## config.mk

```make
export PLATFORM = sky130hd
export DESIGN_NAME = move_list_sequencer
export DESIGN_NICKNAME = d
export VERILOG_FILES = /design/src/rtl/move_list_sequencer.sv
export SDC_FILE = /design/constraint.sdc
export NUM_CORES = 1
export LEC_CHECK = 0
export CAP_MARGIN = 20
export CORE_ASPECT_RATIO = 1.75
export CORE_MARGIN = 2
export CORE_UTILIZATION = 50
export DETAILED_ROUTE_END_ITERATION = 6
export PLACE_DENSITY = 0.95
export SLEW_MARGIN = 20
export SYNTH_ARGS = -nofsm -noshare
export SYNTH_HDL_FRONTEND = slang
export SYNTH_SLANG_ARGS = --single-unit
```

## constraint.sdc

```tcl
create_clock -name clk -period 5.2 [get_ports clk]
set_clock_uncertainty 0.15 [all_clocks]
set_input_delay 0.52 -clock clk [delete_from_list [all_inputs] [get_ports clk]]
set_output_delay 0.52 -clock clk [all_outputs]
set_load 0.01 [all_outputs]
```

## src/rtl/move_list_sequencer.sv

```systemverilog
// move_list_sequencer: loads one move list into the sort RAM, runs the sort, then streams the sorted entries out
`ifndef MAX_POSITIONS
`define MAX_POSITIONS 256
`endif
module move_list_sequencer #(
  parameter int RAM_WIDTH = 0,
  parameter int MAX_POSITIONS_LOG2 = $clog2(`MAX_POSITIONS),
  parameter int RD_LATENCY = 1,
  localparam int DW = (RAM_WIDTH > 0) ? RAM_WIDTH : 1,
  localparam int MW = MAX_POSITIONS_LOG2,
  localparam int LW = (RD_LATENCY > 0) ? $clog2(RD_LATENCY + 1) : 1
) (
  input  logic          clk,
  input  logic          reset,
  input  logic          list_start,
  input  logic          list_white_to_move,
  input  logic          gen_valid,
  input  logic [DW-1:0] gen_data,
  output logic          gen_ready,
  input  logic          gen_done,
  output logic          busy,
  output logic          overflow,
  output logic [MW-1:0] move_count,
  output logic          out_valid,
  output logic [DW-1:0] out_data,
  output logic [MW-1:0] out_index,
  output logic          out_last,
  input  logic          out_ready,
  output logic          list_done,
  output logic          sort_start,
  output logic          sort_clear,
  output logic          white_to_move,
  output logic          ram_wr_addr_init,
  output logic          ram_wr,
  output logic [DW-1:0] ram_wr_data,
  output logic [MW-1:0] ram_rd_addr,
  input  logic [DW-1:0] ram_rd_data,
  input  logic [MW-1:0] ram_wr_addr,
  input  logic          sort_complete
);
  typedef enum logic [2:0] {IDLE, INIT, LOAD, START, SORT_WAIT, SETTLE, DRAIN, FINISH} state_t;
  localparam logic [LW-1:0] LAT = LW'(RD_LATENCY);
  state_t state_q, state_d;
  logic busy_q, busy_d, overflow_q, overflow_d, white_q, white_d, settle_q, settle_d;
  logic out_valid_q, out_valid_d, out_last_q, out_last_d;
  logic [MW-1:0] move_count_q, move_count_d, rd_addr_q, rd_addr_d, out_index_q, out_index_d;
  logic [DW-1:0] out_data_q, out_data_d;
  logic [LW-1:0] lat_q, lat_d;
  logic full, accept, capture, last_addr;
  assign full = ram_wr_addr == {MW{1'b1}};
  assign last_addr = rd_addr_q == move_count_q - MW'(1);
  assign ram_wr_data = gen_data;
  assign busy = busy_q;
  assign overflow = overflow_q;
  assign white_to_move = white_q;
  assign move_count = move_count_q;
  assign ram_rd_addr = rd_addr_q;
  assign out_valid = out_valid_q;
  assign out_data = out_data_q;
  assign out_index = out_index_q;
  assign out_last = out_last_q;
  // Next state, sorter strobes and the drain output register; an entry is captured once its read
  // latency has elapsed and the output slot is free, prefetching the next address at the same time.
  always_comb begin
    state_d = state_q;
    busy_d = busy_q;
    overflow_d = overflow_q;
    white_d = white_q;
    settle_d = settle_q;
    move_count_d = move_count_q;
    rd_addr_d = rd_addr_q;
    lat_d = lat_q;
    out_valid_d = out_valid_q;
    out_last_d = out_last_q;
    out_index_d = out_index_q;
    out_data_d = out_data_q;
    gen_ready = 1'b0;
    ram_wr = 1'b0;
    ram_wr_addr_init = 1'b0;
    sort_start = 1'b0;
    sort_clear = 1'b0;
    list_done = 1'b0;
    accept = 1'b0;
    capture = 1'b0;
    case (state_q)
      IDLE: if (list_start) begin
        state_d = INIT;
        busy_d = 1'b1;
        overflow_d = 1'b0;
        white_d = list_white_to_move;
      end
      INIT: begin
        ram_wr_addr_init = 1'b1;
        state_d = LOAD;
      end
      LOAD: begin
        gen_ready = 1'b1;
        ram_wr = gen_valid && !full;
        overflow_d = overflow_q || (gen_valid && full);
        state_d = gen_done ? START : LOAD;
      end
      START: begin
        sort_start = 1'b1;
        move_count_d = ram_wr_addr;
        state_d = SORT_WAIT;
      end
      SORT_WAIT: if (sort_complete) begin
        sort_clear = 1'b1;
        state_d = SETTLE;
      end
      SETTLE: begin
        rd_addr_d = '0;
        lat_d = '0;
        settle_d = !settle_q;
        if (settle_q) state_d = (move_count_q == '0) ? FINISH : DRAIN;
      end
      DRAIN: begin
        accept = out_valid_q && out_ready;
        capture = (lat_q == LAT) && (!out_valid_q || (out_ready && !out_last_q));
        lat_d = (lat_q == LAT) ? lat_q : lat_q + LW'(1);
        if (accept) begin
          out_valid_d = 1'b0;
          out_last_d = 1'b0;
          if (out_last_q) state_d = FINISH;
        end
        if (capture) begin
          out_valid_d = 1'b1;
          out_data_d = ram_rd_data;
          out_index_d = rd_addr_q;
          out_last_d = last_addr;
          if (!last_addr) begin
            rd_addr_d = rd_addr_q + MW'(1);
            lat_d = '0;
          end
        end
      end
      FINISH: begin
        list_done = 1'b1;
        busy_d = 1'b0;
        state_d = IDLE;
      end
      default: state_d = IDLE;
    endcase
  end
  // State and datapath registers; reset abandons any list in flight.
  always_ff @(posedge clk) begin
    if (reset) begin
      state_q <= IDLE;
      busy_q <= 1'b0;
      overflow_q <= 1'b0;
      white_q <= 1'b0;
      settle_q <= 1'b0;
      move_count_q <= '0;
      rd_addr_q <= '0;
      lat_q <= '0;
      out_valid_q <= 1'b0;
      out_last_q <= 1'b0;
      out_index_q <= '0;
      out_data_q <= '0;
    end else begin
      state_q <= state_d;
      busy_q <= busy_d;
      overflow_q <= overflow_d;
      white_q <= white_d;
      settle_q <= settle_d;
      move_count_q <= move_count_d;
      rd_addr_q <= rd_addr_d;
      lat_q <= lat_d;
      out_valid_q <= out_valid_d;
      out_last_q <= out_last_d;
      out_index_q <= out_index_d;
      out_data_q <= out_data_d;
    end
  end
endmodule

```

Word-level counts from Yosys, hierarchy flattened
Index checks and enable logic that the tools add are counted.
{"block": "totals", "ff_bits": 35, "in_bits": 18, "out_inout_bits": 37, "wordCells": 84}
{"block": "classes", "addsub": 3, "eq_ne": 16, "muxes": 29, "n_reduce_logical": 24}
{"op": "3-bit case mux with 8 select lines", "n": 1}
{"op": "1-bit two-way mux", "n": 17}
{"op": "8-bit two-way mux", "n": 2}
{"op": "8-bit case mux with 2 select lines", "n": 1}
{"op": "3-bit two-way mux", "n": 5}
{"op": "2-bit inequality test, second input constant", "n": 7}
{"op": "3-bit == test, second input constant", "n": 4}
{"op": "2-bit AND reduction", "n": 5}
{"op": "8-bit by 1-bit adder with 8-bit output, second input constant", "n": 1}
{"op": "8-bit == test", "n": 1}
{"op": "8-bit == test, second input constant", "n": 1}
{"op": "8-bit logical NOT", "n": 1}
{"op": "2-bit nonzero test", "n": 4}
{"op": "8-bit by 1-bit subtractor with 8-bit output, second input constant", "n": 1}
{"op": "3-bit by 2-bit == test with 1-bit output, second input constant", "n": 2}
{"op": "1-bit case mux with 2 select lines", "n": 3}
{"op": "1-bit logical AND", "n": 5}
{"op": "5-bit AND reduction", "n": 1}
{"op": "1-bit logical NOT", "n": 4}
{"op": "3-bit by 1-bit == test with 1-bit output, second input constant", "n": 1}
{"op": "3-bit logical NOT", "n": 1}
{"op": "3-bit AND reduction", "n": 1}
{"op": "1-bit logical OR", "n": 2}
{"op": "1-bit adder, second input constant", "n": 1}

Depth between registers and ports, before layout
Gate-level depths: netlist of run 1.
{"block": "logic_depth", "depth_word": 6, "ltp_mapped": 9, "ltp_nobuf": 8}

Worst setup path before layout of run 1
OpenSTA, ideal clock, no wires.
{"block": "synth_timing", "kind": "register to register", "start": "register move_count_q[0] (netlist: move_count[0])", "end": "register rd_addr_q[6] (netlist: ram_rd_addr[6])", "setup_time_ns": 0.070, "arrival_time_ns": 1.982, "required_ns": 4.980, "path_slack_ns": 2.999, "stages_incl_launch_ff": 7, "n_path_buf": 0, "period_less_slack_ns": 2.201, "path_cell_list": "dfxtp_1 -> or3_1 -> or4_1 -> nand4b_1 -> nor4_2 -> or4_1 -> a21oi_1"}
{"block": "synth_via", "elab_chain_cells": 4}
{"element": "from (decl)", "line": "46", "text": "logic [MW-1:0] move_count_q, move_count_d, rd_addr_q, rd_addr_d, out_index_q, out_index_d;"}
{"element": "from (signal assigned)", "line": "166", "text": "move_count_q <= move_count_d;"}
{"element": "8-bit by 1-bit subtractor with 8-bit output", "line": "51", "text": "assign last_addr = rd_addr_q == move_count_q - MW'(1);"}
{"element": "8-bit == test", "line": "51"}
{"element": "2-bit inequality test (no line)"}
{"element": "3-bit AND reduction (no line)"}
{"element": "to (signal assigned)", "line": "167", "text": "rd_addr_q <= rd_addr_d;"}
{"element": "to (decl)", "line": "46"}
Every way passes these cells.
A chain may end at the register's enable or synchronous reset.

Worst setup path in the final report of run 1
{"block": "layout_timing", "start": "register state_q[2]", "end": "output port sort_start"}
{"block": "layout_via", "elab_chain_cells": 2}
{"element": "from (decl)", "line": "43", "text": "state_t state_q, state_d;"}
{"element": "from (signal assigned)", "line": "161", "text": "state_q <= state_d;"}
{"element": "3-bit by 2-bit == test with 1-bit output", "line": "85", "text": "case (state_q)"}
{"element": "1-bit two-way mux", "line": "85"}
{"element": "to (decl)", "line": "30", "text": "output logic sort_start,"}
Every way passes these cells.

==> results.py, run 1 <==
metrics = {
    "synth": {
        "ys_types": 41,
        "avgSynthCellArea_um2": 8.20,
        "synth_compound_area_share_pct": 15.9,
        "synth_top_family_by_area": "simple AND/OR/NAND/NOR gates",
        "ys_async_sr_fraction_pct": 0,
        "synthMuxAreaShare_pct": 6.60,
        "syn-num-nets": 246,
        "netlist_instances": 222,
        "ys_warn_count": 0,
        "ys_seq_area_share_pct": 38.5,
        "synth_fa_ha_area_share_pct": 4.12,
        "synth-simple-area-share_pct": 25.7,
        "synth_xor_xnor_area_share_pct": 4.33,
        "synth_seq_cells": 35,
        "synth_ff_type": "dfxtp_1",
        "syn_area_um2": 1820,
        "synth_edf_count": 0,
    },
    "pwr": {
        "p_per_area_nw_per_um2": 325,
        "leakage_nw": 0.881,
        "ir_worst_vdd_v": 0.000236,
        "p_total_uw": 798,
    },
    "cells_and_area": {
        "final_common_cell": "clkdlybuf4s50_1",
        "nets": 295,
        "most-common-layout-cells": "clkdlybuf4s50_1 (51), dfxtp_1 (35), nor2_1 (24)",
        "drive_gt1_share_pct": 4.78,
        "utilization_pct": 68.9,
        "diodes": 0,
        "area_growth_pct": 34.6,
        "fill_cells": 325,
    },
    "timing": {
        "tns_ps": 0,
        "slew_violations": 0,
        "slew_headroom_pct": 37.8,
        "grt_setup_unrepaired": "false",
        "worst_pin_slew_ps": 925,
        "max_freq_mhz": 355,
        "fin_crit_ps": 2810,
        "setup-violations-final": 0,
        "post-route-period-util_pct": 54.1,
        "finalHoldViolCount": 0,
    },
    "setup_path": {
        "slowest_delay_ps": 610,
        "critical_path.top_delay_family": "buffers and inverters",
        "timing.rr.start": "move_count[3]",
        "r2r_slack_ps": 2390,
        "path_max_fanout": 15,
        "r2r_cells": 6,
        "endpoint": "sort_start",
        "critPathCaptureType": "output port",
        "worstSetupStartpointType": "flip-flop",
        "worst-path-buf-inv": 2,
        "path_class": "flip-flop to output port",
        "critical_path_arrival_ps": 2140,
        "slowest_stage": "dfxtp_1",
        "cp.depth": 3,
        "worstPathRequired_ps": 4530,
        "r2r_end": "ram_rd_addr[1]",
        "cp_cell_sequence": "nand2b_1 > clkinv_1 > clkdlybuf4s50_1",
        "crit_path_start": "state_q[2]",
    },
    "clock_tree": {
        "numCtsBuffers": 5,
        "clk_pin_slew_ps": 70,
        "cts.sinks": 35,
        "tritoncts": "built",
        "cts_resized": 0,
        "postCtsHoldBufs": 0,
        "h-tree-depth": 2,
        "cts_buffer_depth": 2,
        "clock_latency_ps": 290,
        "cts_setup_buffers": 0,
        "cts-root-buf": "clkbuf_8",
    },
    "global_route": {
        "grt_usage_pct": 24.8,
        "antenna_found_initial": 0,
        "grt_max_degree": 31,
        "grt_pass1_vias": 1754,
        "grt-ovfl-total": 0,
        "grt_pass1_wl_um": 8000,
    },
    "die": {
        "die_h_um": 83.8,
        "die_area_um2": 4160,
        "io_pins": 55,
        "core_um2": 3560,
        "start_util_pct": 51.2,
        "fp-row-count": 29,
        "die_w_um": 49.6,
    },
    "drt": {
        "via_count": 1769,
        "firstDrtPassIters": 4,
        "drc": 0,
        "wl_per_cell_um": 15.1,
        "ant_nets": 0,
        "drt-total-wl_um": 4800,
        "first_iter_violations": 68,
        "vias_per_cell": 5.56,
    },
    "place": {
        "dp_hpwl_um": 3510,
        "gp_congestion": 0.876,
        "io_buffers": 52,
    },
    "flow_run": {
        "timing.max_cap.violations": 0,
    },
    "min_path": {
        "hold_class": "flip-flop to flip-flop",
    },
    "outcome": {
        "status": "finished, final reports clean",
    },
}
how the worst min path moves through the flow:
| stage | cells past startpoint | slack [ps] | start | to |
|---|---|---|---|---|
| after global placement | 2 | 310 | busy | busy |
| after CTS | 2 | 330 | busy | busy |
| after floorplan | 2 | 340 | busy | busy |
| after global routing | 2 | 350 | busy | busy |
| final | 2 | 330 | busy | busy |
| after detailed placement | 2 | 320 | busy | busy |
worst min-delay path, stage by stage, from the launching register on:
cell	delay [ps]
dfxtp_1	310
nand2b_1	60
a21oi_1	60
stage by stage:
| step | cell area, um2 | hold WS, ps | std cells | setup slack [ps] |
|---|---|---|---|---|
| after floorplan | 1820 | 344 | 222 | 3000 |
| after global placement | 2360 | 308 | 310 | 2590 |
| after detailed placement | 2360 | 318 | 310 | 2480 |
| after CTS | 2460 | 329 | 318 | 2390 |
| after global routing | 2450 | 351 | 318 | 2160 |
| final | 2450 | 328 | 318 | 2390 |
sequential cells by signal, summed over array words and instances, names as in the netlist:
register       flops
out_data           1
out_index          8
state_q            3
move_count         8
out_last           1
overflow           1
settle_q           1
busy               1
white_to_move      1
out_valid          1
ram_rd_addr        8
lat_q              1
area by class of cell:
type / count / area (um2) / area share (%)
clock buffers: 8 / 100 / 4.08
well taps: 46 / 57.6 / 2.35
inverters: 10 / 37.5 / 1.53
multi-input cells: 166 / 1030 / 42.1
repair buffers: 53 / 523 / 21.3
flip-flops and latches: 35 / 701 / 28.6
cells in the mapped netlist (3+ instances only):
cell type / n / area share, %
dfxtp_1: 35 / 38
nor2_1: 24 / 4.9
a21oi_1: 22 / 6.0
nand2_1: 19 / 3.9
mux2i_1: 12 / 6.6
inv_1: 9 / 1.9
o21ai_0: 9 / 2.5
nor3_1: 8 / 2.2
clkbuf_1: 7 / 1.4
nand2b_1: 7 / 2.4
ha_1: 6 / 4.1
nand3_1: 6 / 1.6
xnor2_1: 5 / 2.4
a211oi_1: 4 / 1.6
and3_1: 4 / 1.4
xor2_1: 4 / 1.9
nand4_1: 3 / 1.0
o31ai_1: 3 / 1.2
o41ai_1: 3 / 1.4
or3_1: 3 / 1.0
or4_1: 3 / 1.2
per-layer routing:
| layer | vias to the layer above | wire length (um) | GRT usage (%) |
|---|---|---|---|
| li1 | 880 | - | - |
| met1 | 827 | 1790 | 24.9 |
| met2 | 48 | 2660 | 44.6 |
| met3 | 14 | 191 | 6.27 |
| met4 | 0 | 156 | 13.9 |
| met5 | - | 0 | 0 |
power by group:
part           internal [mW]  switching [mW]
logic                  0.124           0.145
registers              0.288          0.0247
clock network          0.121          0.0957
total                  0.533           0.265
cells by family after synthesis:
group	after synthesis
xor+xnor	9
simple gates	91
flops	35
mux	12
buf+inv	21
compound gates	48
fa+ha+maj	6
(Power assumes the default switching activity.)
==> run 2, diff against run 1 <==
--- a/config.mk
+++ b/config.mk
@@ -8,9 +8,9 @@
 export CAP_MARGIN = 20
 export CORE_ASPECT_RATIO = 1.75
 export CORE_MARGIN = 2
-export CORE_UTILIZATION = 50
+export CORE_UTILIZATION = 47
 export DETAILED_ROUTE_END_ITERATION = 6
-export PLACE_DENSITY = 0.95
+export PLACE_DENSITY = 0.91
 export SLEW_MARGIN = 20
 export SYNTH_ARGS = -nofsm -noshare
 export SYNTH_HDL_FRONTEND = slang
==> constraint.sdc (replaced) <==
create_clock -name clk -period 2.9 [get_ports clk]
set_clock_uncertainty 0.15 [all_clocks]
set_input_delay 0.29 -clock clk [delete_from_list [all_inputs] [get_ports clk]]
set_output_delay 0.29 -clock clk [all_outputs]
set_load 0.01 [all_outputs]
==> results.py, run 2 (synthesis gave the netlist of run 1 again) <==
metrics = {
    "die": {
        "die_area_um2": 4410,
        "core_um2": 3790,
        "fp-row-count": 30,
        "die_w_um": 51.0,
        "die_h_um": 86.3,
        "start_util_pct": 48.0,
        "io_pins": 55,
    },
    "flow_run": {
        "timing.max_cap.violations": 0,
    },
    "place": {
        "gp_congestion": 0.876,
        "io_buffers": 52,
        "dp_hpwl_um": 3340,
        "place_inst": 315,
    },
    "clock_tree": {
        "clk_pin_slew_ps": 70,
        "tritoncts": "built",
        "cts_setup_buffers": 0,
        "cts_buffer_depth": 2,
        "postCtsHoldBufs": 0,
        "numCtsBuffers": 5,
        "cts_resized": 0,
        "cts.sinks": 35,
        "h-tree-depth": 2,
        "cts-root-buf": "clkbuf_8",
        "clock_latency_ps": 290,
    },
    "global_route": {
        "grt_pass1_vias": 1738,
        "antenna_found_initial": 0,
        "grt-ovfl-total": 0,
        "grt_max_degree": 31,
        "grt_usage_pct": 23.0,
        "grt_pass1_wl_um": 7830,
    },
    "drt": {
        "wl_per_cell_um": 14.3,
        "via_count": 1834,
        "first_iter_violations": 78,
        "ant_nets": 0,
        "drt-total-wl_um": 4630,
        "firstDrtPassIters": 4,
        "vias_per_cell": 5.68,
        "drc": 0,
    },
    "cells_and_area": {
        "most-common-layout-cells": "clkdlybuf4s50_1 (52), dfxtp_1 (35), nor2_1 (24)",
        "nets": 298,
        "drive_gt1_share_pct": 5.45,
        "diodes": 0,
        "area_growth_pct": 36.3,
        "layout.cells.non_filler": 323,
        "final_common_cell": "clkdlybuf4s50_1",
    },
    "timing": {
        "tns_ps": 0,
        "slew_headroom_pct": 64.3,
        "worst_pin_slew_ps": 531,
        "slew_violations": 0,
        "finalHoldViolCount": 0,
        "max_freq_mhz": 398,
        "setup-violations-final": 0,
        "grt_setup_unrepaired": "false",
        "fin_crit_ps": 2510,
        "post-route-period-util_pct": 86.6,
    },
    "outcome": {
        "status": "finished, final reports clean",
    },
    "pwr": {
        "p_per_area_nw_per_um2": 580,
        "ir_worst_vdd_v": 0.000357,
        "leakage_nw": 0.895,
    },
    "setup_path": {
        "critical_path_arrival_ps": 2070,
        "path_max_fanout": 12,
        "worstSetupStartpointType": "flip-flop",
        "worstPathRequired_ps": 2460,
        "path_class": "flip-flop to output port",
        "critPathCaptureType": "output port",
    },
    "min_path": {
        "hold_class": "flip-flop to flip-flop",
    },
}
[run 2: changes by cell type in the layout (fill, tap and decap cells not counted)]
cell             previous run  this run
buf_2                       1         0
buf_4                       1         4
clkdlybuf4s50_1            51        52
[run 2: worst max-delay path: stages, from the launching register on]
cell and delay [ps]:
dfxtp_1 340, inv_1 110, ha_1 410, nand2b_1 140
nor3b_1 210, clkdlybuf4s50_1 570
[run 2: metrics by stage]
stage               setup WS (ps)  instance area (um2)  hold WS [ps]  utilization [%]  power, mW
floorplan                     699                 1820           276                -      0.877
global placement              522                 2380           309             62.8       1.03
detailed placement            476                 2380           325             62.8       1.04
CTS                           399                 2480           337             65.4       1.44
global route                  228                 2480           359             65.4       1.53
finish                        390                 2480           335             65.4       1.44
[run 2: path summary, 6_finish.rpt]
kind	from	depth (start not counted)	slack, ps	end
min	busy	2	340	busy
max	state_q[0]	5	390	ram_wr
max reg2reg	move_count[0]	7	420	ram_rd_addr[6]
min reg2reg	busy	2	340	busy
[run 2: area by class of cell]
class	count	area [um2]
fill	319	1310
multi-input combinational	166	1030
sequential	35	701
timing repair buffer	56	551
clock buffer	8	100
tap	48	60.1
inverter	10	37.5
[run 2: where the power goes]
part	leakage, nW	switching (mW)	total [mW]	internal (mW)
registers	0.283	0.0458	0.562	0.516
clock network	0.0515	0.179	0.396	0.217
logic	0.561	0.254	0.482	0.228
[run 2: metal layers]
metal | global-route usage [%] | share of wire, % | vias to the layer above
li1 | - | - | 889
met1 | 24.4 | 38 | 863
met2 | 39.8 | 53 | 67
met3 | 4.66 | 5.1 | 15
met4 | 15.2 | 4.0 | 0
met5 | 0 | 0 | -
==> run 3, diff against run 2 <==
--- a/config.mk
+++ b/config.mk
@@ -8,9 +8,11 @@
 export CAP_MARGIN = 20
 export CORE_ASPECT_RATIO = 1.75
 export CORE_MARGIN = 2
-export CORE_UTILIZATION = 47
+export CORE_UTILIZATION = 50
+export CTS_CLUSTER_SIZE = 16
 export DETAILED_ROUTE_END_ITERATION = 6
-export PLACE_DENSITY = 0.91
+export DONT_BUFFER_PORTS = 1
+export PLACE_DENSITY = 0.76
 export SLEW_MARGIN = 20
 export SYNTH_ARGS = -nofsm -noshare
 export SYNTH_HDL_FRONTEND = slang
==> constraint.sdc (replaced) <==
create_clock -name clk -period 2.9 [get_ports clk]
set_clock_uncertainty 0.15 [all_clocks]
set_input_delay 0.435 -clock clk [delete_from_list [all_inputs] [get_ports clk]]
set_output_delay 0.435 -clock clk [all_outputs]
set_load 0.01 [all_outputs]
==> results.py, run 3 (synthesis gave the netlist of run 1 again) <==
metrics = {
    "global_route": {
        "grt_max_degree": 31,
        "grt_pass1_wl_um": 6980,
        "grt_usage_pct": 21.3,
        "grt_pass1_vias": 1538,
        "grt-ovfl-total": 0,
        "antenna_found_initial": 0,
    },
    "pwr": {
        "p_total_mw": 1.38,
        "ir_worst_vdd_v": 0.000453,
        "leakage_nw": 0.721,
        "p_per_area_nw_per_um2": 699,
    },
    "timing": {
        "setup-violations-final": 0,
        "slew_headroom_pct": 62.7,
        "worst_slack_ps": 412,
        "finalHoldViolCount": 0,
        "fin_crit_ps": 2490,
        "slew_violations": 0,
        "tns_ps": 0,
        "grt_setup_unrepaired": "false",
        "max_freq_mhz": 402,
        "post-route-period-util_pct": 85.8,
        "worst_pin_slew_ps": 555,
    },
    "clock_tree": {
        "cts_buffer_depth": 2,
        "h-tree-depth": 2,
        "cts_setup_buffers": 0,
        "clk_pin_slew_ps": 70,
        "cts_resized": 0,
        "cts.sinks": 35,
        "cts-root-buf": "clkbuf_8",
        "clock_latency_ps": 280,
        "numCtsBuffers": 5,
        "postCtsHoldBufs": 0,
        "tritoncts": "built",
    },
    "setup_path": {
        "slowest_delay_ps": 500,
        "worstPathRequired_ps": 2970,
        "r2r_end": "ram_rd_addr[6]",
        "r2r_slack_ps": 410,
        "cp_cell_sequence": "or3_1 > or4_1 > nand4b_1 > nor4_2 > buf_4 > or4_1 > a21oi_1",
        "r2r_cells": 7,
        "path_max_fanout": 14,
        "critical_path_arrival_ps": 2560,
        "timing.rr.start": "move_count[0]",
        "endpoint": "ram_rd_addr[6]",
        "critical_path.top_delay_family": "simple AND/OR/NAND/NOR gates",
        "slowest_stage": "or4_1",
        "worstSetupStartpointType": "flip-flop",
        "critical_path.most_common_cell": "or4_1",
        "cp.depth": 7,
        "crit_path_start": "move_count[0]",
        "critPathCaptureType": "flip-flop",
        "worst-path-buf-inv": 1,
        "path_class": "flip-flop to flip-flop",
    },
    "die": {
        "die_area_um2": 4160,
        "io_pins": 55,
        "start_util_pct": 51.2,
        "die_w_um": 49.6,
        "core_um2": 3560,
        "fp-row-count": 29,
        "die_h_um": 83.8,
    },
    "drt": {
        "drt-total-wl_um": 4170,
        "via_count": 1580,
        "firstDrtPassIters": 4,
        "ant_nets": 0,
        "wl_per_cell_um": 15.5,
        "vias_per_cell": 5.87,
        "first_iter_violations": 24,
        "drc": 0,
    },
    "cells_and_area": {
        "fill_cells": 375,
        "nets": 246,
        "final_common_cell": "dfxtp_1",
        "layout.cells.non_filler": 269,
        "area_growth_pct": 8.52,
        "most-common-layout-cells": "dfxtp_1 (35), nor2_1 (24), a21oi_1 (22)",
        "drive_gt1_share_pct": 7.17,
        "diodes": 0,
        "final_area_um2": 1980,
    },
    "place": {
        "place_area_um2": 1860,
        "gp_congestion": 0.858,
        "dp_hpwl_um": 3070,
        "io_buffers": 0,
        "pre_cts_ws_ps": 432,
        "place_inst": 261,
    },
    "flow_run": {
        "timing.max_cap.violations": 0,
    },
    "outcome": {
        "status": "finished, final reports clean",
    },
    "min_path": {
        "hold_class": "input port to flip-flop",
    },
}
==> run 3: cell count changes in the layout (fill, tap and decap cells not counted), sizes merged <==
cell           before  now
bufinv              0    1
clkdlybuf4s50      52    0
clkbuf              8    6
clkinv              1    2
==> run 3: cell type report <==
class	count	area, um2	area share [%]
Sequential cell	35	701	35.5
Inverter	10	37.5	1.90
Timing Repair Buffer	4	30.0	1.52
Tap cell	46	57.6	2.91
Clock inverter	2	35.0	1.77
Clock buffer	6	82.6	4.18
Multi-Input combinational cell	166	1030	52.2
==> run 3: through the flow <==
step	utilization (%)	hold slack, ps
6_report	55.6	60.0
5_1_grt	55.6	45.0
4_1_cts	55.6	49.0
3_5_place_dp	52.3	359
3_3_place_gp	52.3	351
2_1_floorplan	-	344
==> run 3: power breakdown <==
| part | switching, mW | internal, mW |
|---|---|---|
| Sequential | 0.0478 | 0.516 |
| Combinational | 0.218 | 0.146 |
| Clock | 0.175 | 0.278 |
| Total | 0.441 | 0.940 |
==> run 3: per-layer routing <==
| metal | up-vias | wire length [um] | track usage [%] |
|---|---|---|---|
| li1 | 788 | - | - |
| met3 | 10 | 185 | 3.76 |
| met1 | 732 | 1560 | 23.5 |
| met4 | 0 | 103 | 11.1 |
| met5 | - | 0 | 0 |
| met2 | 50 | 2320 | 37.7 |
==> run 3: how the worst min path moves through the flow <==
stage | start | end | cells after the start
6_report | reset | out_index[3] | 1
5_1_grt | reset | busy | 1
4_1_cts | reset | busy | 1
3_5_place_dp | busy | busy | 2
3_3_place_gp | busy | busy | 2
2_1_floorplan | busy | busy | 2
==> run 3: worst reg2reg max path: cells and delay by family (launching register included) <==
| kind | cells | cell delay, ps |
|---|---|---|
| AND/OR/NAND/NOR | 5 | 1570 |
| flip-flops | 1 | 390 |
| buffers and inverters | 1 | 170 |
| AO/OA/AOI/OAI | 1 | 140 |
